[src/rtl/cache_block_set_associative.sv]
// Set-associative, read-only block cache with a single outstanding line
// fetch, lowest-invalid / round-robin victim selection and saturating
// hit/miss counters.
module cache_block_set_associative #(
    parameter int DWIDTH           = 8,
    parameter int SET_BITS         = 2,
    parameter int BLOCK_WIDTH_BITS = 2,
    parameter int WAYS_BITS        = 1,
    parameter int ADDR_IN_WIDTH    = 8
) (
    input  logic                                       clk,
    input  logic                                       rst,
    input  logic                                       flush,
    input  logic                                       addr_in_valid,
    input  logic [ADDR_IN_WIDTH-1:0]                   addr_in,
    output logic                                       addr_in_ready,
    output logic [DWIDTH-1:0]                          data_out,
    output logic                                       data_out_valid,
    output logic                                       addr_out_valid,
    output logic [ADDR_IN_WIDTH-BLOCK_WIDTH_BITS-1:0]  addr_out,
    input  logic                                       addr_out_ready,
    input  logic [DWIDTH*(2**BLOCK_WIDTH_BITS)-1:0]    data_in,
    output logic [31:0]                                hit_count,
    output logic [31:0]                                miss_count
);

    localparam int TAG_WIDTH = ADDR_IN_WIDTH - SET_BITS - BLOCK_WIDTH_BITS;
    localparam int NUM_SETS  = 2 ** SET_BITS;
    localparam int NUM_WAYS  = 2 ** WAYS_BITS;
    localparam int WORDS     = 2 ** BLOCK_WIDTH_BITS;
    localparam int WB        = (WAYS_BITS > 0) ? WAYS_BITS : 1;

    typedef enum logic {S_IDLE, S_FETCH} state_t;

    state_t state_q, state_d;

    logic [WORDS-1:0][DWIDTH-1:0] lines [NUM_SETS][NUM_WAYS];
    logic [TAG_WIDTH-1:0]         tags  [NUM_SETS][NUM_WAYS];
    logic [NUM_WAYS-1:0]          valid [NUM_SETS];
    logic [WB-1:0]                rr    [NUM_SETS];

    logic [TAG_WIDTH-1:0]        req_tag, cap_tag;
    logic [SET_BITS-1:0]         req_set, cap_set;
    logic [BLOCK_WIDTH_BITS-1:0] req_word, cap_word;
    logic [WORDS-1:0][DWIDTH-1:0] fill_words;

    logic          hit, all_valid, victim_found;
    logic [WB-1:0] hit_way, victim;
    logic          miss_evt, fill_evt, refill_q;

    assign req_tag    = addr_in[ADDR_IN_WIDTH-1 -: TAG_WIDTH];
    assign req_set    = addr_in[BLOCK_WIDTH_BITS +: SET_BITS];
    assign req_word   = addr_in[BLOCK_WIDTH_BITS-1:0];
    assign fill_words = data_in;

    assign addr_out_valid = (state_q == S_FETCH);
    assign addr_out       = {cap_tag, cap_set};

    // Tag compare across all ways of the addressed set; lowest way wins.
    always_comb begin
        hit     = 1'b0;
        hit_way = '0;
        for (int unsigned w = 0; w < NUM_WAYS; w++) begin
            if (!hit && valid[req_set][w] && tags[req_set][w] == req_tag) begin
                hit     = 1'b1;
                hit_way = WB'(w);
            end
        end
    end

    // Victim for the captured set: lowest invalid way, else round-robin pointer.
    always_comb begin
        victim       = rr[cap_set];
        victim_found = 1'b0;
        for (int unsigned w = 0; w < NUM_WAYS; w++) begin
            if (!victim_found && !valid[cap_set][w]) begin
                victim       = WB'(w);
                victim_found = 1'b1;
            end
        end
        all_valid = !victim_found;
    end

    // Next-state and request handshake decode.
    always_comb begin
        state_d       = state_q;
        addr_in_ready = 1'b0;
        miss_evt      = 1'b0;
        fill_evt      = 1'b0;
        if (!rst) begin
            case (state_q)
                S_IDLE: begin
                    if (addr_in_valid && !flush) begin
                        if (hit) begin
                            addr_in_ready = 1'b1;
                        end else begin
                            miss_evt = 1'b1;
                            state_d  = S_FETCH;
                        end
                    end
                end
                S_FETCH: begin
                    if (addr_out_ready) begin
                        fill_evt = 1'b1;
                        state_d  = S_IDLE;
                    end
                end
                default: state_d = S_IDLE;
            endcase
        end
    end

    // State, valid bits, pointers, response and counters.
    // The acceptance in the cycle after a refill is the re-lookup of the
    // request just served from data_in, so it neither re-issues data nor counts.
    always_ff @(posedge clk) begin
        if (rst) begin
            state_q        <= S_IDLE;
            refill_q       <= 1'b0;
            data_out       <= '0;
            data_out_valid <= 1'b0;
            hit_count      <= '0;
            miss_count     <= '0;
            for (int unsigned s = 0; s < NUM_SETS; s++) begin
                valid[s] <= '0;
                rr[s]    <= '0;
            end
        end else begin
            state_q        <= state_d;
            refill_q       <= fill_evt;
            data_out_valid <= 1'b0;
            if (addr_in_ready && !refill_q) begin
                data_out       <= lines[req_set][hit_way][req_word];
                data_out_valid <= 1'b1;
                if (hit_count != '1) hit_count <= hit_count + 32'd1;
            end
            if (miss_evt) begin
                cap_tag  <= req_tag;
                cap_set  <= req_set;
                cap_word <= req_word;
                if (miss_count != '1) miss_count <= miss_count + 32'd1;
            end
            if (fill_evt) begin
                data_out                <= fill_words[cap_word];
                data_out_valid          <= 1'b1;
                valid[cap_set][victim]  <= 1'b1;
                if (all_valid && NUM_WAYS > 1) rr[cap_set] <= rr[cap_set] + WB'(1);
            end
            if (flush && state_q == S_IDLE) begin
                for (int unsigned s = 0; s < NUM_SETS; s++) begin
                    valid[s] <= '0;
                    rr[s]    <= '0;
                end
            end
        end
    end

    // Line data and tag storage; written only on refill, never reset.
    always_ff @(posedge clk) begin
        if (fill_evt) begin
            lines[cap_set][victim] <= fill_words;
            tags[cap_set][victim]  <= cap_tag;
        end
    end

endmodule

[config.mk]
export PLATFORM = sky130hd
export DESIGN_NAME = cache_block_set_associative
export DESIGN_NICKNAME = d
export VERILOG_FILES = /design/src/rtl/cache_block_set_associative.sv
export SDC_FILE = /design/constraint.sdc
export NUM_CORES = 1
export LEC_CHECK = 0
export CELL_PAD_IN_SITES_DETAIL_PLACEMENT = 0
export CELL_PAD_IN_SITES_GLOBAL_PLACEMENT = 1
export CORE_UTILIZATION = 49
export DETAILED_ROUTE_END_ITERATION = 16
export PLACE_DENSITY_LB_ADDON = 0.1
export SYNTH_ARGS = -nofsm -noshare
export SYNTH_HDL_FRONTEND = slang
export SYNTH_SLANG_ARGS = --single-unit
export TNS_END_PERCENT = 50
[constraint.sdc]
create_clock -name clk -period 7.1 [get_ports clk]
set_input_delay 2.13 -clock clk [delete_from_list [all_inputs] [get_ports clk]]
set_output_delay 2.13 -clock clk [all_outputs]
set_load 0.01 [all_outputs]
==> impl_metrics.py, run 1 <==
metrics = {
    "outcome": {
        "status": "finished clean",
    },
    "routing": {
        "wl_per_cell_um": 22.36,
        "drt_iter0_drc": 767,
        "drtPass1Iterations": 5,
        "routed_wl_um": 37260,
        "postRouteAntennaNets": 0,
        "avgViaCountPerCell": 5.930,
        "vias": 9879,
        "drc": 0,
    },
    "final_layout": {
        "design_area_um2": 19380,
        "drive_gt1_frac": 0.1699,
        "layout.nets": 1239,
        "stdcell_count": 1666,
        "layout_common_cells": "edfxtp_1, clkdlybuf4s50_1, dfxtp_1, mux4_2, nand2_1",
        "final_common_cell": "edfxtp_1",
        "final_util": 0.5957,
        "fillers": 2559,
        "diodes": 0,
        "area_delta_synth_final_pct": 19.66,
    },
    "clock_tree": {
        "cts.sinks": 385,
        "clk_path_buf_depth": 3,
        "post-cts-setup-buffer-count": 0,
        "clock_latency_ns": 0.53,
        "post_cts_resized": 0,
        "htreeDepth": 2,
        "clockRootBuffer": "clkbuf_16",
        "holdBufCountCts": 0,
        "cts_made_buffers": 41,
        "cts_tree": "yes",
        "clk_pin_slew_worst_paths_ns": 0.06,
    },
    "die": {
        "fp.dieW_um": 183.8,
        "die_h_um": 183.8,
        "initial_core_util": 0.4978,
        "fp-row-count": 66,
        "ioPinCount": 126,
        "coreArea_um2": 32540,
        "fp.dieArea_um2": 33790,
    },
    "timing": {
        "post-route-min-period_ns": 6.555,
        "drv_slew": 0,
        "hold_slack_ns": 0.4749,
        "fmax_ghz": 0.1526,
        "tns_ns": 0,
        "finClkSkew_ns": 0.01765,
        "finalHoldViolCount": 0,
        "slew_headroom": 0.1943,
        "fin_ws_ns": 0.5453,
        "rsz0062_at_grt": "false",
        "fin_crit_sh": 0.9232,
        "setup_viol": 0,
        "worst_slew_pin_slew_ns": 1.207,
    },
    "synthesis": {
        "synthArstFlopShare": 0,
        "ys_warn_count": 0,
        "synth_fp_nets": 1108,
        "synthDistinctLibCells": 59,
        "yosysSeqAreaShare": 0.6612,
        "syn-cell-area_um2": 16200,
        "synth_edf_count": 300,
        "syn_inst": 1061,
        "synth_flop_cell": "edfxtp_1",
        "synth-seq-cells": 385,
        "synth_area_per_cell_um2": 15.27,
    },
    "placed_design": {
        "port_buffers": 125,
        "hpwl_um": 22180,
        "place_inst": 1591,
        "placed_cell_area_um2": 17970,
        "place_ws_ns": 0.4742,
        "gp_congestion": 0.7768,
    },
    "worst_setup_path": {
        "crit_path_max_fanout": 5,
        "critPathTopFamily": "buffers and inverters",
        "cpMaxStageDelayCell": "clkdlybuf4s50_1",
        "start_kind": "input port",
        "cp-end-kind": "output port",
        "crit_chain": "clkdlybuf4s50_1, xnor2_1, o32ai_2, o211ai_1, a21oi_1, clkdlybuf4s50_1",
        "path_common_cell": "clkdlybuf4s50_1",
        "crit_type": "input port to output port",
        "critPathMaxStageDelay_ns": 0.61,
        "cp.required_ns": 4.97,
        "crit_arrival_ns": 4.42,
        "critical_path_buf_inv_count": 2,
    },
    "global_routing": {
        "grt_pass1_wl_um": 57740,
        "first_global_vias": 9769,
        "grt_start_max_net_pins": 80,
        "gr-usage-all-layers": 0.2271,
        "grt_overflow": 0,
        "antenna_found_initial": 0,
    },
    "power": {
        "leakagePower_nw": 6.196,
        "vdd.ir_drop.worst_v": 0.0001615,
        "powerDensity_nw_per_um2": 251.3,
        "finalPower_mw": 4.871,
    },
    "min_path": {
        "hold_class": "register to register",
    },
    "job": {
        "drv_cap": 0,
    },
}
==> worst register-to-register path, delay by kind of cell, from the launching register on <==
family,cells,cell delay [ns]
flip-flops,1,0.38
XOR/XNOR,1,0.17
multiplexers,2,0.80
AO/OA/AOI/OAI,1,0.17
buffers and inverters,2,1.02
AND/OR/NAND/NOR,2,0.76
==> synthesized netlist by cell type (11+ instances only) <==
cell | count | area, um^2
or3_1 | 25 | 156.4
o31ai_1 | 20 | 150.1
nand3_1 | 32 | 160.2
edfxtp_1 | 300 | 9009
nand4_1 | 16 | 100.1
inv_1 | 17 | 63.81
nand2_1 | 57 | 214.0
or4_1 | 22 | 165.2
a211oi_1 | 16 | 120.1
nor3_1 | 19 | 95.09
clkbuf_1 | 38 | 142.6
nor2b_1 | 13 | 81.33
mux2_2 | 15 | 168.9
buf_2 | 16 | 80.08
a21oi_1 | 56 | 280.3
dfxtp_1 | 85 | 1702
mux4_2 | 77 | 1734
nand2b_1 | 12 | 75.07
nor2_1 | 32 | 120.1
and2_1 | 11 | 68.82
o21ai_0 | 32 | 160.2
mux2i_1 | 30 | 300.3
==> final timing paths <==
path,startpoint,to,slack [ns],depth (start not counted)
worst max-delay path,addr_in[4],addr_in_ready,0.55,6
worst min-delay path,valid[3][1]$_DFF_P_,valid[3][1]$_DFF_P_,0.47,1
worst max register to register,tags[2][3]$_DFFE_PP_,miss_count[15]$_SDFFE_PP0P_,3.67,8
worst min register to register,valid[3][1]$_DFF_P_,valid[3][1]$_DFF_P_,0.47,1
==> final cells by class <==
type,instances,area [um^2],share of cell area
Clock buffer,51,1095,0.05648
Sequential cell,385,10710,0.5526
Tap cell,442,553.0,0.02853
Clock inverter,24,315.3,0.01627
Timing Repair Buffer,148,1434,0.07398
Inverter,17,63.81,0.003292
Multi-Input combinational cell,599,5211,0.2689
==> power by group <==
group / internal [mW] / leakage [nW] / switching [mW] / total, mW
sequential: 2.43 / 3.39 / 0.00989 / 2.44
combinational: 0.0917 / 2.12 / 0.108 / 0.199
clock: 1.36 / 0.682 / 0.872 / 2.23
total: 3.88 / 6.20 / 0.989 / 4.87
==> metal layers <==
layer  vias up  track usage  wire length, um
met5         -            0                0
met4         0      0.05300              683
met3        58      0.03526             1920
met2       271       0.3829            18450
met1      5016       0.3109            16210
li1       4534            -                -
==> cells by family (layout without fill, tap and decap cells) <==
logic type | Yosys count | count (layout) | synth area share
AO/OA/AOI/OAI | 181 | 181 | 0.07670
XOR/XNOR | 16 | 16 | 0.008651
adder cells (fa/ha/maj) | 2 | 2 | 0.001545
buffers and inverters | 77 | 240 | 0.02047
flip-flops | 385 | 385 | 0.6612
multiplexers | 122 | 122 | 0.1360
AND/OR/NAND/NOR | 278 | 278 | 0.09540
==> state kept, by name, indices dropped and copies added, names as in the netlist, named ones only <==
signal / count
data_out: 8
hit_count: 32
lines: 256
cap_set: 2
rr: 4
cap_tag: 4
cap_word: 2
data_out_valid: 1
valid: 8
refill_q: 1
addr_out_valid: 1
miss_count: 32
tags: 32
Note: power is estimated with default switching activity, not from simulation.
==> run 2: changes to the inputs <==
Settings changed: CORE_MARGIN set to 2.
==> impl_metrics.py, run 2 (same netlist as run 1, synthesis figures left out) <==
metrics = {
    "routing": {
        "vias": 9907,
        "wl_per_cell_um": 22.41,
        "drt_iter0_drc": 732,
        "avgViaCountPerCell": 5.932,
        "drc": 0,
        "postRouteAntennaNets": 0,
        "routed_wl_um": 37430,
        "drtPass1Iterations": 5,
    },
    "timing": {
        "drv_slew": 0,
        "setup_viol": 0,
        "fin_ws_ns": 0.6239,
        "worst_slew_pin_slew_ns": 1.046,
        "finalHoldViolCount": 0,
        "fin_crit_sh": 0.9121,
        "finClkSkew_ns": 0.01799,
        "post-route-min-period_ns": 6.476,
        "slew_headroom": 0.3019,
        "rsz0062_at_grt": "false",
        "hold_slack_ns": 0.4828,
        "tns_ns": 0,
        "fmax_ghz": 0.1544,
    },
    "clock_tree": {
        "clock_latency_ns": 0.54,
        "clk_pin_slew_worst_paths_ns": 0.06,
        "clockRootBuffer": "clkbuf_16",
        "cts_tree": "yes",
        "holdBufCountCts": 0,
        "cts_made_buffers": 41,
        "clk_path_buf_depth": 3,
        "cts.sinks": 385,
        "post-cts-setup-buffer-count": 0,
        "htreeDepth": 2,
        "post_cts_resized": 0,
    },
    "global_routing": {
        "first_global_vias": 9647,
        "grt_pass1_wl_um": 56930,
        "met3_usage": 0.03150,
        "met2_usage": 0.3640,
        "grt_start_max_net_pins": 80,
        "antenna_found_initial": 0,
        "gr-usage-all-layers": 0.2195,
        "top_usage_layer": "met2",
        "grt_use_met1": 0.3102,
        "grt_overflow": 0,
    },
    "final_layout": {
        "layout.nets": 1243,
        "final_util": 0.5921,
        "largest_reg_flops": 256,
        "stdcell_count": 1670,
        "area_delta_synth_final_pct": 18.94,
        "final_common_cell": "edfxtp_1",
        "largest_register": "lines",
        "layout_common_cells": "edfxtp_1, clkdlybuf4s50_1, dfxtp_1, mux4_2, nand2_1",
        "diodes": 0,
        "design_area_um2": 19270,
        "drive_gt1_frac": 0.1686,
    },
    "die": {
        "die_h_um": 185.8,
        "fp.dieW_um": 185.8,
        "initial_core_util": 0.4978,
        "fp-row-count": 66,
        "fp.dieArea_um2": 34530,
        "ioPinCount": 126,
        "coreArea_um2": 32540,
    },
    "worst_setup_path": {
        "crit_type": "input port to output port",
        "crit_start": "addr_in[5]",
        "r2r-start": "tags[3][3]$_DFFE_PP_",
        "cp.required_ns": 4.97,
        "crit_path_max_fanout": 5,
        "cp-end-kind": "output port",
        "cpMaxStageDelayCell": "clkdlybuf4s50_1",
        "crit_chain": "clkdlybuf4s50_1, xnor2_1, nor3_1, o211ai_1, a21oi_1, clkdlybuf4s50_1",
        "path_common_cell": "clkdlybuf4s50_1",
        "critPathMaxStageDelay_ns": 0.66,
        "start_kind": "input port",
        "crit_arrival_ns": 4.35,
    },
    "placed_design": {
        "gp_congestion": 0.7519,
        "place_inst": 1595,
        "port_buffers": 125,
        "place_ws_ns": 0.6184,
        "hpwl_um": 23100,
        "placed_cell_area_um2": 17980,
    },
    "power": {
        "vdd.ir_drop.worst_v": 0.0001913,
        "finalPower_mw": 4.683,
        "leakagePower_nw": 6.163,
        "powerDensity_nw_per_um2": 243.1,
    },
    "min_path": {
        "hold_class": "register to register",
        "hold_path_startpoint": "valid[2][1]$_DFF_P_",
    },
    "outcome": {
        "status": "finished clean",
    },
    "job": {
        "drv_cap": 0,
    },
}
run 2: changes by cell type in the layout (fill, tap and decap cells not counted), moves of 2 or more:
cell	previous run	this run
buf_4	23	29
bufinv_16	7	1
clkbuf_1	8	14
clkbuf_8	1	5
buf_12	2	0
clkinvlp_4	2	0
run 2: cell type report:
cell class,instances,area [um^2]
Clock inverter,14,116.4
Inverter,17,63.81
Multi-Input combinational cell,599,5211
Timing Repair Buffer,152,1439
Tap cell,442,553.0
Clock buffer,61,1172
Fill cell,2563,13270
Sequential cell,385,10710
run 2: worst max-delay path, delay by kind of cell:
kind | cells | cell delay (ns)
AOI/OAI and AO/OA | 2 | 0.44
xor gates and xnor gates | 1 | 0.12
buffers and inverters | 2 | 1.30
and+or+nand+nor | 1 | 0.36
run 2: path summary, 6_finish.rpt:
path                                 endpoint  slack [ns]  cells past startpoint
setup / recovery                addr_in_ready        0.62                      6
hold / removal            valid[2][1]$_DFF_P_        0.48                      1
setup reg to reg  miss_count[15]$_SDFFE_PP0P_        3.65                      8
hold reg to reg           valid[2][1]$_DFF_P_        0.48                      1
run 2: report_power, final:
group / switching [mW] / total, mW / internal [mW]
sequential: 0.0101 / 2.45 / 2.43
combinational: 0.107 / 0.199 / 0.0919
clock: 0.853 / 2.04 / 1.19
run 2: routing by layer:
metal  vias up  part of all wire
met3        41             0.055
met1      5071              0.45
met4         0             0.014
met5         -                 0
met2       268              0.48
li1       4527                 -
==> run 3: changes to the inputs <==
Settings changed: CORE_UTILIZATION 49 to 50, DONT_BUFFER_PORTS set to 1.
==> impl_metrics.py, run 3 (same netlist as run 1, synthesis figures left out) <==
metrics = {
    "global_routing": {
        "first_global_vias": 9382,
        "grt_pass1_wl_um": 57590,
        "grt_start_max_net_pins": 85,
        "grt_overflow": 0,
        "antenna_found_initial": 0,
        "gr-usage-all-layers": 0.2251,
    },
    "power": {
        "powerDensity_nw_per_um2": 264.7,
        "leakagePower_nw": 5.714,
        "vdd.ir_drop.worst_v": 0.0002324,
    },
    "clock_tree": {
        "post-cts-setup-buffer-count": 0,
        "clk_path_buf_depth": 3,
        "clockRootBuffer": "clkbuf_16",
        "cts_tree": "yes",
        "cts.sinks": 385,
        "htreeDepth": 2,
        "clock_latency_ns": 0.54,
        "clk_pin_slew_worst_paths_ns": 0.05,
        "post_cts_resized": 0,
        "cts_made_buffers": 42,
        "holdBufCountCts": 0,
    },
    "timing": {
        "drv_slew": 0,
        "finalHoldViolCount": 0,
        "finClkSkew_ns": 0.01293,
        "fin_ws_ns": 1.333,
        "post-route-min-period_ns": 5.767,
        "rsz0062_at_grt": "false",
        "fin_crit_sh": 0.8122,
        "tns_ns": 0,
        "fmax_ghz": 0.1734,
        "slew_headroom": 0.1297,
        "setup_viol": 0,
        "worst_slew_pin_slew_ns": 1.298,
    },
    "final_layout": {
        "largest_reg_flops": 256,
        "layout.nets": 1108,
        "largest_register": "lines",
        "area_delta_synth_final_pct": 11.28,
        "final_common_cell": "edfxtp_1",
        "layout_common_cells": "edfxtp_1, dfxtp_1, mux4_2, nand2_1, a21oi_1",
        "drive_gt1_frac": 0.1799,
        "stdcell_count": 1497,
        "design_area_um2": 18020,
        "diodes": 0,
    },
    "placed_design": {
        "placed_cell_area_um2": 16610,
        "port_buffers": 0,
        "place_inst": 1419,
        "hpwl_um": 21850,
        "gp_congestion": 0.7375,
        "place_ws_ns": 1.319,
    },
    "worst_setup_path": {
        "crit_chain": "mux4_2, xnor2_1, o211ai_1, a21oi_1",
        "critPathMaxStageDelay_ns": 0.51,
        "crit_start": "addr_in[2]",
        "cp-end-kind": "output port",
        "r2r-start": "addr_out_valid$_SDFF_PP0_",
        "critical_path.endpoint": "addr_in_ready",
        "cp.depth": 4,
        "crit_type": "input port to output port",
        "critical_path_buf_inv_count": 0,
        "start_kind": "input port",
        "cpMaxStageDelayCell": "a21oi_1",
        "crit_path_max_fanout": 76,
        "cp.required_ns": 4.97,
        "critPathTopFamily": "compound AO/OA/AOI/OAI gates",
        "r2r_end": "tags[2][4]$_DFFE_PP_",
        "r2r_setup_slack_ns": 3.55,
        "crit_arrival_ns": 3.64,
        "r2r_cells": 5,
    },
    "routing": {
        "drt_iter0_drc": 708,
        "drtPass1Iterations": 5,
        "drc": 0,
        "wl_per_cell_um": 24.86,
        "avgViaCountPerCell": 6.248,
        "vias": 9354,
        "routed_wl_um": 37220,
        "postRouteAntennaNets": 0,
    },
    "outcome": {
        "status": "finished clean",
    },
    "die": {
        "coreArea_um2": 31720,
        "fp.dieArea_um2": 33850,
        "fp-row-count": 65,
        "initial_core_util": 0.5107,
        "die_h_um": 184.0,
        "ioPinCount": 126,
        "fp.dieW_um": 184.0,
    },
    "min_path": {
        "hold_class": "register to register",
    },
    "job": {
        "drv_cap": 0,
    },
}
-- run 3: changes by cell type in the layout (fill, tap and decap cells not counted) --
cell / delta
clkinv_8: +1
clkinvlp_4: +1
inv_16: -1
bufinv_16: +4
clkbuf_1: -2
buf_2: -2
clkbuf_16: +1
clkdlybuf4s50_1: -121
buf_4: -13
clkbuf_8: -1
-- run 3: stage by stage --
step / util / power (mW) / hold slack, ns
global placement: 0.5236 / 2.598 / 0.4645
finish: 0.5683 / 4.771 / 0.4844
floorplan: - / 2.604 / 0.4381
CTS: 0.5683 / 4.818 / 0.4812
detailed placement: 0.5236 / 2.598 / 0.4671
global route: 0.5683 / 4.911 / 0.5107
-- run 3: worst min-delay path by stage --
stage	from	endpoint	slack (ns)	cells past startpoint
final	valid[3][1]$_DFF_P_	valid[3][1]$_DFF_P_	0.48	1
after global routing	valid[3][1]$_DFF_P_	valid[3][1]$_DFF_P_	0.51	1
after CTS	valid[3][1]$_DFF_P_	valid[3][1]$_DFF_P_	0.48	1
after detailed placement	valid[3][0]$_DFF_P_	valid[3][0]$_DFF_P_	0.47	1
after global placement	valid[3][0]$_DFF_P_	valid[3][0]$_DFF_P_	0.46	1
after floorplan	valid[3][0]$_DFF_P_	valid[3][0]$_DFF_P_	0.44	1
-- run 3: final cells by class --
type                       count  area [um^2]
sequential                   385        10710
fill                        2517        13690
clock inverter                19        240.2
inverter                      17        63.81
clock buffer                  59         1176
tap                          402        503.0
multi-input combinational    599         5211
timing repair buffer          16        120.1
-- run 3: routing by layer --
| metal | track usage | part of all wire |
|---|---|---|
| met1 | 0.3070 | 0.43 |
| met2 | 0.3651 | 0.48 |
| met5 | 0 | 0 |
| met3 | 0.05666 | 0.074 |
| met4 | 0.05568 | 0.019 |
-- run 3: report_power, final --
| part | switching [mW] | total (mW) | leakage [nW] | internal, mW |
|---|---|---|---|---|
| clock network | 0.880 | 2.22 | 0.691 | 1.34 |
| logic | 0.0379 | 0.100 | 1.63 | 0.0626 |
| registers | 0.0129 | 2.45 | 3.39 | 2.44 |
| total | 0.931 | 4.77 | 5.71 | 3.84 |
